--- config.mk ---
export PLATFORM = sky130hd
export DESIGN_NAME = text_glyph_pipe_flat
export DESIGN_NICKNAME = d
export VERILOG_FILES = /design/src/rtl/text_glyph_pipe_if.sv /design/src/rtl/text_glyph_pipe.sv /design/src/flat_wrapper.sv
export SDC_FILE = /design/constraint.sdc
export NUM_CORES = 1
export LEC_CHECK = 0
export ABC_AREA = 1
export CAP_MARGIN = 15
export CORE_MARGIN = 2
export CORE_UTILIZATION = 58
export CTS_CLUSTER_DIAMETER = 60
export CTS_CLUSTER_SIZE = 28
export DETAILED_ROUTE_END_ITERATION = 8
export GPL_TIMING_DRIVEN = 0
export PLACE_DENSITY = 0.84
export SLEW_MARGIN = 20
export SYNTH_ARGS = -nofsm -noshare
export SYNTH_HDL_FRONTEND = slang
export SYNTH_SLANG_ARGS = --single-unit
--- constraint.sdc ---
create_clock -name clkVGA -period 4.2 [get_ports clkVGA]
set_input_delay 0.84 -clock clkVGA [delete_from_list [all_inputs] [get_ports clkVGA]]
set_output_delay 0.84 -clock clkVGA [all_outputs]
set_load 0.01 [all_outputs]
--- src/rtl/text_glyph_pipe_if.sv ---
// Beat, glyph-ROM and pixel signals of the text glyph pipeline.
// master = beat source / ROM / pixel sink side, slave = the glyph pipeline.
interface text_glyph_pipe_if #(
   parameter int unsigned GLYPH_W  = 7,
   parameter int unsigned ROW_BITS = 3
);
   logic                  in_valid;
   logic                  in_cell_start;
   logic [7:0]            char_code;
   logic [ROW_BITS-1:0]   row;
   logic                  alt_charset;
   logic                  col80;
   logic [8+ROW_BITS-1:0] rom_addr;
   logic [GLYPH_W-1:0]    rom_data;
   logic                  pixel;
   logic                  out_valid;
   logic                  flash_phase;

   modport master (
      output in_valid, in_cell_start, char_code, row, alt_charset, col80, rom_data,
      input  rom_addr, pixel, out_valid, flash_phase
   );

   modport slave (
      input  in_valid, in_cell_start, char_code, row, alt_charset, col80, rom_data,
      output rom_addr, pixel, out_valid, flash_phase
   );
endinterface

--- src/rtl/text_glyph_pipe.sv ---
// Streaming text-mode character generator: attribute decode, glyph ROM addressing,
// latency-matched attribute pipeline and 40/80-column pixel serialiser.
module text_glyph_pipe #(
   parameter int unsigned GLYPH_W      = 7,
   parameter int unsigned ROW_BITS     = 3,
   parameter int unsigned ROM_LATENCY  = 1,
   parameter int unsigned FLASH_PERIOD = 8119270,
   parameter int unsigned FLASH_W      = 24
) (
   input  logic               clkVGA,
   input  logic               rst,
   text_glyph_pipe_if.slave   bus
);

   localparam int unsigned ADDR_W = 8 + ROW_BITS;
   localparam int unsigned DEPTH  = ROM_LATENCY + 1;

   typedef struct packed {
      logic valid;
      logic cell_start;
      logic inv_eff;
      logic col80;
   } beat_t;

   logic [7:0]          idx_c;
   logic                inv_c;
   logic                flash_c;
   logic                cs_c;

   logic [ADDR_W-1:0]   rom_addr_d, rom_addr_q;
   beat_t               pipe_d [DEPTH];
   beat_t               pipe_q [DEPTH];
   beat_t               ob;

   logic [FLASH_W-1:0]  flash_cnt_d, flash_cnt_q;
   logic                flash_phase_d, flash_phase_q;

   logic [GLYPH_W-1:0]  sh_d, sh_q;
   logic                cur_bit_d, cur_bit_q;
   logic                half_d, half_q;
   logic                inv_d, inv_q;
   logic                mode80_d, mode80_q;
   logic                pixel_d, pixel_q;
   logic                out_valid_d, out_valid_q;

   // Character code to glyph index and attribute flags
   always_comb begin
      idx_c   = '0;
      inv_c   = 1'b0;
      flash_c = 1'b0;
      if (bus.char_code < 8'h40) begin
         inv_c = 1'b1;
         idx_c = bus.char_code ^ 8'h20;
      end else if (bus.char_code < 8'h80) begin
         if (bus.alt_charset) begin
            inv_c = 1'b1;
            idx_c = 8'h60 + (bus.char_code - 8'h40);
         end else begin
            flash_c = 1'b1;
            idx_c   = (bus.char_code - 8'h40) ^ 8'h20;
         end
      end else if (bus.char_code < 8'hA0) begin
         idx_c = bus.char_code - 8'h60;
      end else begin
         idx_c = bus.char_code - 8'hA0;
      end
   end

   // Stage 1 address capture and attribute delay line matched to ROM latency
   always_comb begin
      cs_c       = bus.in_valid & bus.in_cell_start;
      rom_addr_d = cs_c ? {idx_c, bus.row} : rom_addr_q;
      pipe_d[0].valid      = bus.in_valid;
      pipe_d[0].cell_start = cs_c;
      pipe_d[0].inv_eff    = inv_c | (flash_c & flash_phase_q);
      pipe_d[0].col80      = bus.col80;
      for (int i = 1; i < int'(DEPTH); i++) begin
         pipe_d[i] = pipe_q[i-1];
      end
   end

   // Free-running flash phase generator
   always_comb begin
      flash_cnt_d   = flash_cnt_q - FLASH_W'(1);
      flash_phase_d = flash_phase_q;
      if (flash_cnt_q == '0) begin
         flash_cnt_d   = FLASH_W'(FLASH_PERIOD - 1);
         flash_phase_d = ~flash_phase_q;
      end
   end

   assign ob = pipe_q[DEPTH-1];

   // Serialiser: half_q marks that the current bit still owes its second 40-col beat
   always_comb begin
      sh_d        = sh_q;
      cur_bit_d   = cur_bit_q;
      half_d      = half_q;
      inv_d       = inv_q;
      mode80_d    = mode80_q;
      pixel_d     = 1'b0;
      out_valid_d = ob.valid;
      if (ob.valid) begin
         if (ob.cell_start) begin
            cur_bit_d = bus.rom_data[GLYPH_W-1];
            sh_d      = bus.rom_data << 1;
            half_d    = 1'b1;
            inv_d     = ob.inv_eff;
            mode80_d  = ob.col80;
         end else if (mode80_q || !half_q) begin
            cur_bit_d = sh_q[GLYPH_W-1];
            sh_d      = sh_q << 1;
            half_d    = 1'b1;
         end else begin
            half_d    = 1'b0;
         end
         pixel_d = cur_bit_d ^ inv_d;
      end
   end

   always_ff @(posedge clkVGA) begin
      if (rst) begin
         rom_addr_q    <= '0;
         for (int i = 0; i < int'(DEPTH); i++) begin
            pipe_q[i] <= '0;
         end
         flash_cnt_q   <= FLASH_W'(FLASH_PERIOD - 1);
         flash_phase_q <= 1'b0;
         sh_q          <= '0;
         cur_bit_q     <= 1'b0;
         half_q        <= 1'b0;
         inv_q         <= 1'b0;
         mode80_q      <= 1'b0;
         pixel_q       <= 1'b0;
         out_valid_q   <= 1'b0;
      end else begin
         rom_addr_q    <= rom_addr_d;
         pipe_q        <= pipe_d;
         flash_cnt_q   <= flash_cnt_d;
         flash_phase_q <= flash_phase_d;
         sh_q          <= sh_d;
         cur_bit_q     <= cur_bit_d;
         half_q        <= half_d;
         inv_q         <= inv_d;
         mode80_q      <= mode80_d;
         pixel_q       <= pixel_d;
         out_valid_q   <= out_valid_d;
      end
   end

   assign bus.rom_addr    = rom_addr_q;
   assign bus.pixel       = pixel_q;
   assign bus.out_valid   = out_valid_q;
   assign bus.flash_phase = flash_phase_q;

endmodule

--- src/flat_wrapper.sv ---
// flat-port wrapper written by rule: the top's interface ports become plain ports
module text_glyph_pipe_flat 
#(
   parameter int unsigned GLYPH_W      = 7,
   parameter int unsigned ROW_BITS     = 3,
   parameter int unsigned ROM_LATENCY  = 1,
   parameter int unsigned FLASH_PERIOD = 8119270,
   parameter int unsigned FLASH_W      = 24
)
  (clkVGA, rst, bus_in_valid, bus_in_cell_start, bus_char_code, bus_row, bus_alt_charset, bus_col80, bus_rom_data, bus_rom_addr, bus_pixel, bus_out_valid, bus_flash_phase);
  text_glyph_pipe_if #(.GLYPH_W(GLYPH_W), .ROW_BITS(ROW_BITS)) bus_i ();
  input  logic clkVGA;
  input  logic rst;
  input wire logic [$bits(bus_i.in_valid)-1:0] bus_in_valid;
  input wire logic [$bits(bus_i.in_cell_start)-1:0] bus_in_cell_start;
  input wire logic [$bits(bus_i.char_code)-1:0] bus_char_code;
  input wire logic [$bits(bus_i.row)-1:0] bus_row;
  input wire logic [$bits(bus_i.alt_charset)-1:0] bus_alt_charset;
  input wire logic [$bits(bus_i.col80)-1:0] bus_col80;
  input wire logic [$bits(bus_i.rom_data)-1:0] bus_rom_data;
  output wire logic [$bits(bus_i.rom_addr)-1:0] bus_rom_addr;
  output wire logic [$bits(bus_i.pixel)-1:0] bus_pixel;
  output wire logic [$bits(bus_i.out_valid)-1:0] bus_out_valid;
  output wire logic [$bits(bus_i.flash_phase)-1:0] bus_flash_phase;
  assign bus_i.in_valid = bus_in_valid;
  assign bus_i.in_cell_start = bus_in_cell_start;
  assign bus_i.char_code = bus_char_code;
  assign bus_i.row = bus_row;
  assign bus_i.alt_charset = bus_alt_charset;
  assign bus_i.col80 = bus_col80;
  assign bus_i.rom_data = bus_rom_data;
  assign bus_rom_addr = bus_i.rom_addr;
  assign bus_pixel = bus_i.pixel;
  assign bus_out_valid = bus_i.out_valid;
  assign bus_flash_phase = bus_i.flash_phase;
  text_glyph_pipe #(.GLYPH_W(GLYPH_W), .ROW_BITS(ROW_BITS), .ROM_LATENCY(ROM_LATENCY), .FLASH_PERIOD(FLASH_PERIOD), .FLASH_W(FLASH_W)) u_core (.clkVGA(clkVGA), .rst(rst), .bus(bus_i));
endmodule
==> results.md, run 1 <==
* Synth Flop Type: dfxtp_1
* Row Count at 24
* Core ar. at between 4000 and 5000 um2
* Crit path max-delay family: buffers and inverters
* Synth Area in Compound Gates at about 7.8%
* Synth cell count leaders: 78 x nand2_1, 78 x nor2_1, 56 x dfxtp_1
* CP cell instances: clkdlybuf4s50_1
* Routability Congestion at between 0.8 and 0.9
* Die width at about 71 um
* Initial Utilization at 60.3%
* Port bufs at 37
* Fillers at between 300 and 400
* Total CTS buffers at 5
* CP arrival at 1280 ps
* Max Buffers Root-to-Sink at 2
* Worst hold path class: reg2reg
* WL per Instance at roughly 11 um
* CTS tree: done
* Hold-fix buffers, CTS at 0
* MaxCap Viol Count at 0
* Sequential cell area at 1120 um2
* Fin. Hold Viols at 0
* Final layout net count at between 400 and 500
* Top cells by area, synth: dfxtp_1 43%, nand2_1 11%, nor2_1 11%, inv_1 5.9%, o21ai_0 4.4%
* CP max stage delay at 560 ps
* Final Skew at between 6 and 7 ps
* Setup TNS after final layout at 0 ps
* Layout cells sized above 1 at 8.01%
* Post-Synth Simple-Gate Area at 36.0%
* Dpl cells at 456
* Critical Path Source Type: register
* Pin count of the biggest net entering global routing at 18
* Post-synthesis mux area share at 0%
* Flops & latches, synth at 56
* Via count at ~2300
* HPWL Detailed at 3.82 mm
* Period utilization at 50.4%
* Unrepaired setup endpoints after global routing: no
* Mapped Avg Cell Area at 7.16 um2
* # IOs at 38
* Slew Limit Fails at 0
* Starting DRC count in detailed routing at 101
* Worst Path Buf+Inv at 1
* CP Max Fanout at 4
* H-tree Lvls at 2
* Root Driver: clkbuf_8
* Synth area leader: dfxtp_1
* Resized cells post-CTS at 0
* Seq/Total Area, Yosys at 42.7%
* Fin cells at 464
* Highest clock rate at between 0.4 and 0.5 GHz
* First-pass GRT wire length at 8.85 mm
* Clk_lat worst skew at 310 ps
* CTS clk-pin slew, worst paths at 100 ps
* Slew HR at 69.0%
* Ys async rst share at 0%
* Syn-to-layout area delta at 20.0%
* Worst setup EP type: output port
* Setup ws final at 2080 ps
* Pleak at 1.30 nW
* Largest family of logic cells by synthesized area: simple AND/OR/NAND/NOR gates
* Peak VDD IR at between 0.2 and 0.25 mV
* Die height at about 70 um
* Initial antenna violation count at 0
* CP Class: reg2out
* Number of synthesized flops with an enable pin at 0
* CP required at ~3400 ps
* Routed Antenna Nets at 0
* Post-Synth XOR/XNOR Area at 2.67%
* Adder-cell share of the synthesized area at 3.33%
* Cell Pwr Density at 307 nW/um2
* Min Tclk post-route at between 2000 and 2500 ps
* Final core occ at between 70 and 80%
* Total power draw at just under 1 mW
* Vias in the first global route at 2115
* CTS Sinks at 56
* Diode count at 0
* Post-Syn Instances at 367
* Multi-input logic area at 1310 um2
* Congestion Overflow GR at 0
* Residual DRC count at 0
* Status: complete, no violations
* Syn. warnings at 0
* Worst-Margin Slew at around 470 ps
* Post-Route WL at approximately 5.1 mm
* Unique masters post-synth at 28
* Setup Fix Bufs, Post-CTS at 0
* DR pass1 iterations at 4
* Slowest CP cell: clkdlybuf4s50_1
* Mapped Nets at 398
* Vias per cell at roughly 5.0
* Post-Syn Area at 2630 um2
* DIE AREA at between 5000 and 6000 um2
* Pre-CTS setup slack at 1810 ps
* Total global-route track usage at 21.3%
* Top cell type's share of synthesized area at between 40% and 50%
* Finish-stage setup viols at 0
-- registers in the layout (all words and copies together) (netlist names) --
register                flops
u_core.half_q               1
u_core.cur_bit_q            1
u_core.bus.pixel            1
u_core.sh_q                 6
u_core.bus.rom_addr        11
u_core.bus.out_valid        1
u_core.ob                   3
u_core.inv_q                1
u_core.flash_cnt_q         24
u_core.pipe_d               4
u_core.out_valid_d          1
u_core.bus.flash_phase      1
u_core.mode80_q             1
-- power breakdown --
part | switching [mW] | internal (mW)
clock network | 0.176 | 0.119
registers | 0.00980 | 0.549
logic | 0.0583 | 0.0559
-- logic make-up (layout without fill, tap and decap cells) --
logic type	count (synthesis)	after routing
simple gates	207	207
compound gates	40	40
flops	56	56
xor+xnor	8	8
fa+ha+maj	7	7
buf+inv	49	94
-- layout make-up --
cell class	count	area share (%)
Inverter	43	5.28
Buffer	6	0.992
Tap cell	52	2.06
Clock buffer	6	2.30
Clock inverter	2	0.516
Multi-Input combinational cell	262	41.5
Sequential cell	56	35.6
Timing Repair Buffer	37	11.8
-- stage by stage --
stage / hold WS [ps] / instance area [um2]
final: 410 / 3150
after global routing: 423 / 3150
after CTS: 412 / 3150
after detailed placement: 389 / 3060
after global placement: 382 / 3060
after floorplan: 375 / 2630
-- worst paths after layout --
path / end / slack [ps] / cells after the start / start
worst max-delay path: bus_flash_phase / 2080 / 1 / u_core.bus.flash_phase$_SDFFE_PP0N_
worst min-delay path: u_core.ob[1]$_SDFF_PP0_ / 410 / 2 / u_core.pipe_d[1]$_SDFF_PP0_
worst max register to register: u_core.flash_cnt_q[17]$_SDFF_PP1_ / 2700 / 9 / u_core.flash_cnt_q[0]$_SDFF_PP1_
worst min register to register: u_core.ob[1]$_SDFF_PP0_ / 410 / 2 / u_core.pipe_d[1]$_SDFF_PP0_
-- routing by layer --
metal	vias to the layer above	routed length (um)	GRT usage (%)
met3	2	283	5.77
met5	-	0	0
met2	51	2360	34.8
met4	0	27	6.71
li1	1237	-	-
met1	1032	2390	27.5
-- placed cells by master (no fill, tap or decap), types with 2 or more instances in the layout --
cell type | synthesis | routed
nand4_1 | 6 | 6
or2_2 | 2 | 2
nor2_2 | 3 | 3
or2_1 | 3 | 3
dfxtp_1 | 56 | 56
nand2_1 | 78 | 78
nand3_2 | 5 | 5
nand3b_1 | 4 | 4
nand3_1 | 17 | 17
clkbuf_8 | 0 | 5
o21ai_0 | 23 | 23
a21oi_1 | 15 | 15
clkbuf_1 | 3 | 4
inv_1 | 41 | 41
nand2_2 | 6 | 6
nor2_4 | 3 | 3
ha_1 | 7 | 7
nor2_1 | 78 | 78
clkdlybuf4s50_1 | 0 | 37
xor2_1 | 7 | 7
Power figures use the tool's default switching activity.
==> run 2, diff against run 1 <==
Settings changed: CORE_UTILIZATION 58 to 54, PLACE_DENSITY 0.84 to 0.79.
Clock period 4.2 ns to 2.1 ns, I/O delays scaled along.
==> run 2 against run 1 <==
  * Non-clock buffer count unchanged
  * Combinational power up 100%
  * Core utilization down 4.5 points
  * Via count up 0.34%
  * Sequential cell count unchanged
  * Critical path depth unchanged
  * Cell count up 0.43%
  * Highest routed layer unchanged
  * Die area up 7.0%
  * Clock skew down 3.2 ps
  * Register-to-register slack worse by 2100 ps
  * Wire length up 4.1%
==> results.md, run 2 (synthesized netlist as in run 1, its figures left out) <==
* H-tree Lvls at 2
* Comb pwr share at 10.9%
* Period utilization at 81.0%
* Finish-stage setup viols at 0
* Clk_lat worst skew at 310 ps
* Most flop-heavy register: u_core.flash_cnt_q
* DR pass1 iterations at 6
* CP Launch Point: u_core.bus.flash_phase$_SDFFE_PP0N_
* Worst-Margin Slew at 445 ps
* WL per Instance at 11.3 um
* Cell Pwr Density at 654 nW/um2
* Syn-to-layout area delta at 21.3%
* CP Class: reg2out
* Max reg flops at 24
* # IOs at 38
* Most frequent cells in the layout: 78 x nor2_1, 78 x nand2_1, 56 x dfxtp_1, 41 x inv_1, 37 x clkdlybuf4s50_1
* Total global-route track usage at 20.6%
* Pin count of the biggest net entering global routing at 18
* Met2 usage at about a third
* Cell-internal power at 1.60 mW
* Port bufs at 37
* R2R depth at 9
* Initial Utilization at 56.0%
* DP Area at approximately 3100 um2
* Critical Path Source Type: register
* Vias per cell at 5.00
* Crit path to: bus_flash_phase
* Setup TNS after final layout at 0 ps
* Starting DRC count in detailed routing at 140
* Via count at 2330
* Hold-fix buffers, CTS at 0
* Root Driver: clkbuf_8
* Min Tclk post-route at 1700 ps
* Max Buffers Root-to-Sink at 2
* Die height at 73.8 um
* Design Area, Final at 3190 um2
* Post-Route WL at 5.27 mm
* HPWL Detailed at 3.92 mm
* DIE AREA at 5440 um2
* Worst Hold Margin at slightly above 400 ps
* Routability Congestion at roughly 0.86
* Unrepaired setup endpoints after global routing: no
* Worst setup EP type: output port
* Highest clock rate at 0.588 GHz
* Die width at 73.8 um
* Slew HR at 70.4%
* Hold Crit Start: u_core.flash_cnt_q[0]$_SDFF_PP1_
* Final layout net count at 442
* CP arrival at 1280 ps
* CP max stage delay at roughly 560 ps
* Setup Fix Bufs, Post-CTS at 0
* CTS clk-pin slew, worst paths at ~100 ps
* Reg-to-Reg Start: u_core.flash_cnt_q[0]$_SDFF_PP1_
* Vias in the first global route at 2098
* Congestion Overflow GR at 0
* Met1 Use GR at 26.3%
* Worst Path Buf+Inv at 1
* Crit path max-delay family: buffers and inverters
* Clock power frac at 35.4%
* Final Skew at 3.68 ps
* Pre-CTS setup slack at 139 ps
* Routed Antenna Nets at 0
* MaxCap Viol Count at 0
* CTS tree: done
* Initial antenna violation count at 0
* Switch share at ~23%
* Core ar. at ~4700 um2
* CTS Sinks at 56
* P_sw at 0.483 mW
* First-pass GRT wire length at about 9 mm
* CP required at between 1500 and 2000 ps
* Pleak at 1.32 nW
* Worst hold path class: reg2reg
* Peak VDD IR at 0.431 mV
* Slowest CP cell: clkdlybuf4s50_1
* Slew Limit Fails at 0
* Resized cells post-CTS at 0
* Crit. path cell count at 1
* Row Count at 25
* Residual DRC count at 0
* Fin. Hold Viols at 0
* Status: complete, no violations
* M3 GR Usage at 5.21%
* R2R setup slack at between 500 and 600 ps
* Layout cells sized above 1 at 8.25%
* Diode count at 0
* Total CTS buffers at 5
* Setup ws final at 398 ps
* RR Endpoint: u_core.flash_cnt_q[17]$_SDFF_PP1_
* CP Max Fanout at 4
* Seq pwr share at a little over half
* Busiest grt layer: met2
* CP cell instances: clkdlybuf4s50_1
-- run 2: area by class of cell --
| cell class | count | area (um2) |
|---|---|---|
| Inverter | 43 | 166 |
| Clock buffer | 6 | 82.6 |
| Clock inverter | 2 | 38.8 |
| Multi-Input combinational cell | 262 | 1310 |
| Sequential cell | 56 | 1120 |
| Buffer | 6 | 31.3 |
| Fill cell | 426 | 1510 |
| Tap cell | 54 | 67.6 |
| Timing Repair Buffer | 37 | 370 |
-- run 2: routing by layer --
metal  wire length [um]  up-vias  share of wire [%]
li1                   -     1230                  -
met3                255        7                4.8
met2               2530       48                 48
met5                  0        -                  0
met4                 64        0                1.2
met1               2420     1045                 46
-- run 2: how the worst min path moves through the flow --
stage,to,cells after the start
final,u_core.flash_cnt_q[0]$_SDFF_PP1_,1
after global routing,u_core.ob[0]$_SDFF_PP0_,2
after CTS,u_core.flash_cnt_q[0]$_SDFF_PP1_,1
after detailed placement,u_core.flash_cnt_q[0]$_SDFF_PP1_,1
after global placement,u_core.flash_cnt_q[0]$_SDFF_PP1_,1
after floorplan,u_core.flash_cnt_q[0]$_SDFF_PP1_,1
-- run 2: stage by stage --
step	power (mW)	instances	util, %
after CTS	2.11	466	67.9
after floorplan	1.27	367	-
after detailed placement	1.37	458	65.3
after global routing	2.18	466	67.9
final	2.08	466	67.9
after global placement	1.37	458	65.3
-- run 2: worst register-to-register path, stage by stage, from the launching register on --
cell and delay (ps):
dfxtp_1 350, inv_1 60, ha_1 230, nand2_2 140
nor2_4 80, nand3_4 110, nand2_8 90, inv_6 100
buf_6 180, nand3_2 80
-- run 2: power groups by stage --
| stage | Clock, mW | Combinational [mW] | Sequential [mW] |
|---|---|---|---|
| floorplan | 0 | 0.120 | 1.15 |
| global placement | 0 | 0.224 | 1.14 |
| detailed placement | 0 | 0.228 | 1.14 |
| CTS | 0.759 | 0.230 | 1.12 |
| global route | 0.796 | 0.259 | 1.12 |
| finish | 0.737 | 0.228 | 1.12 |
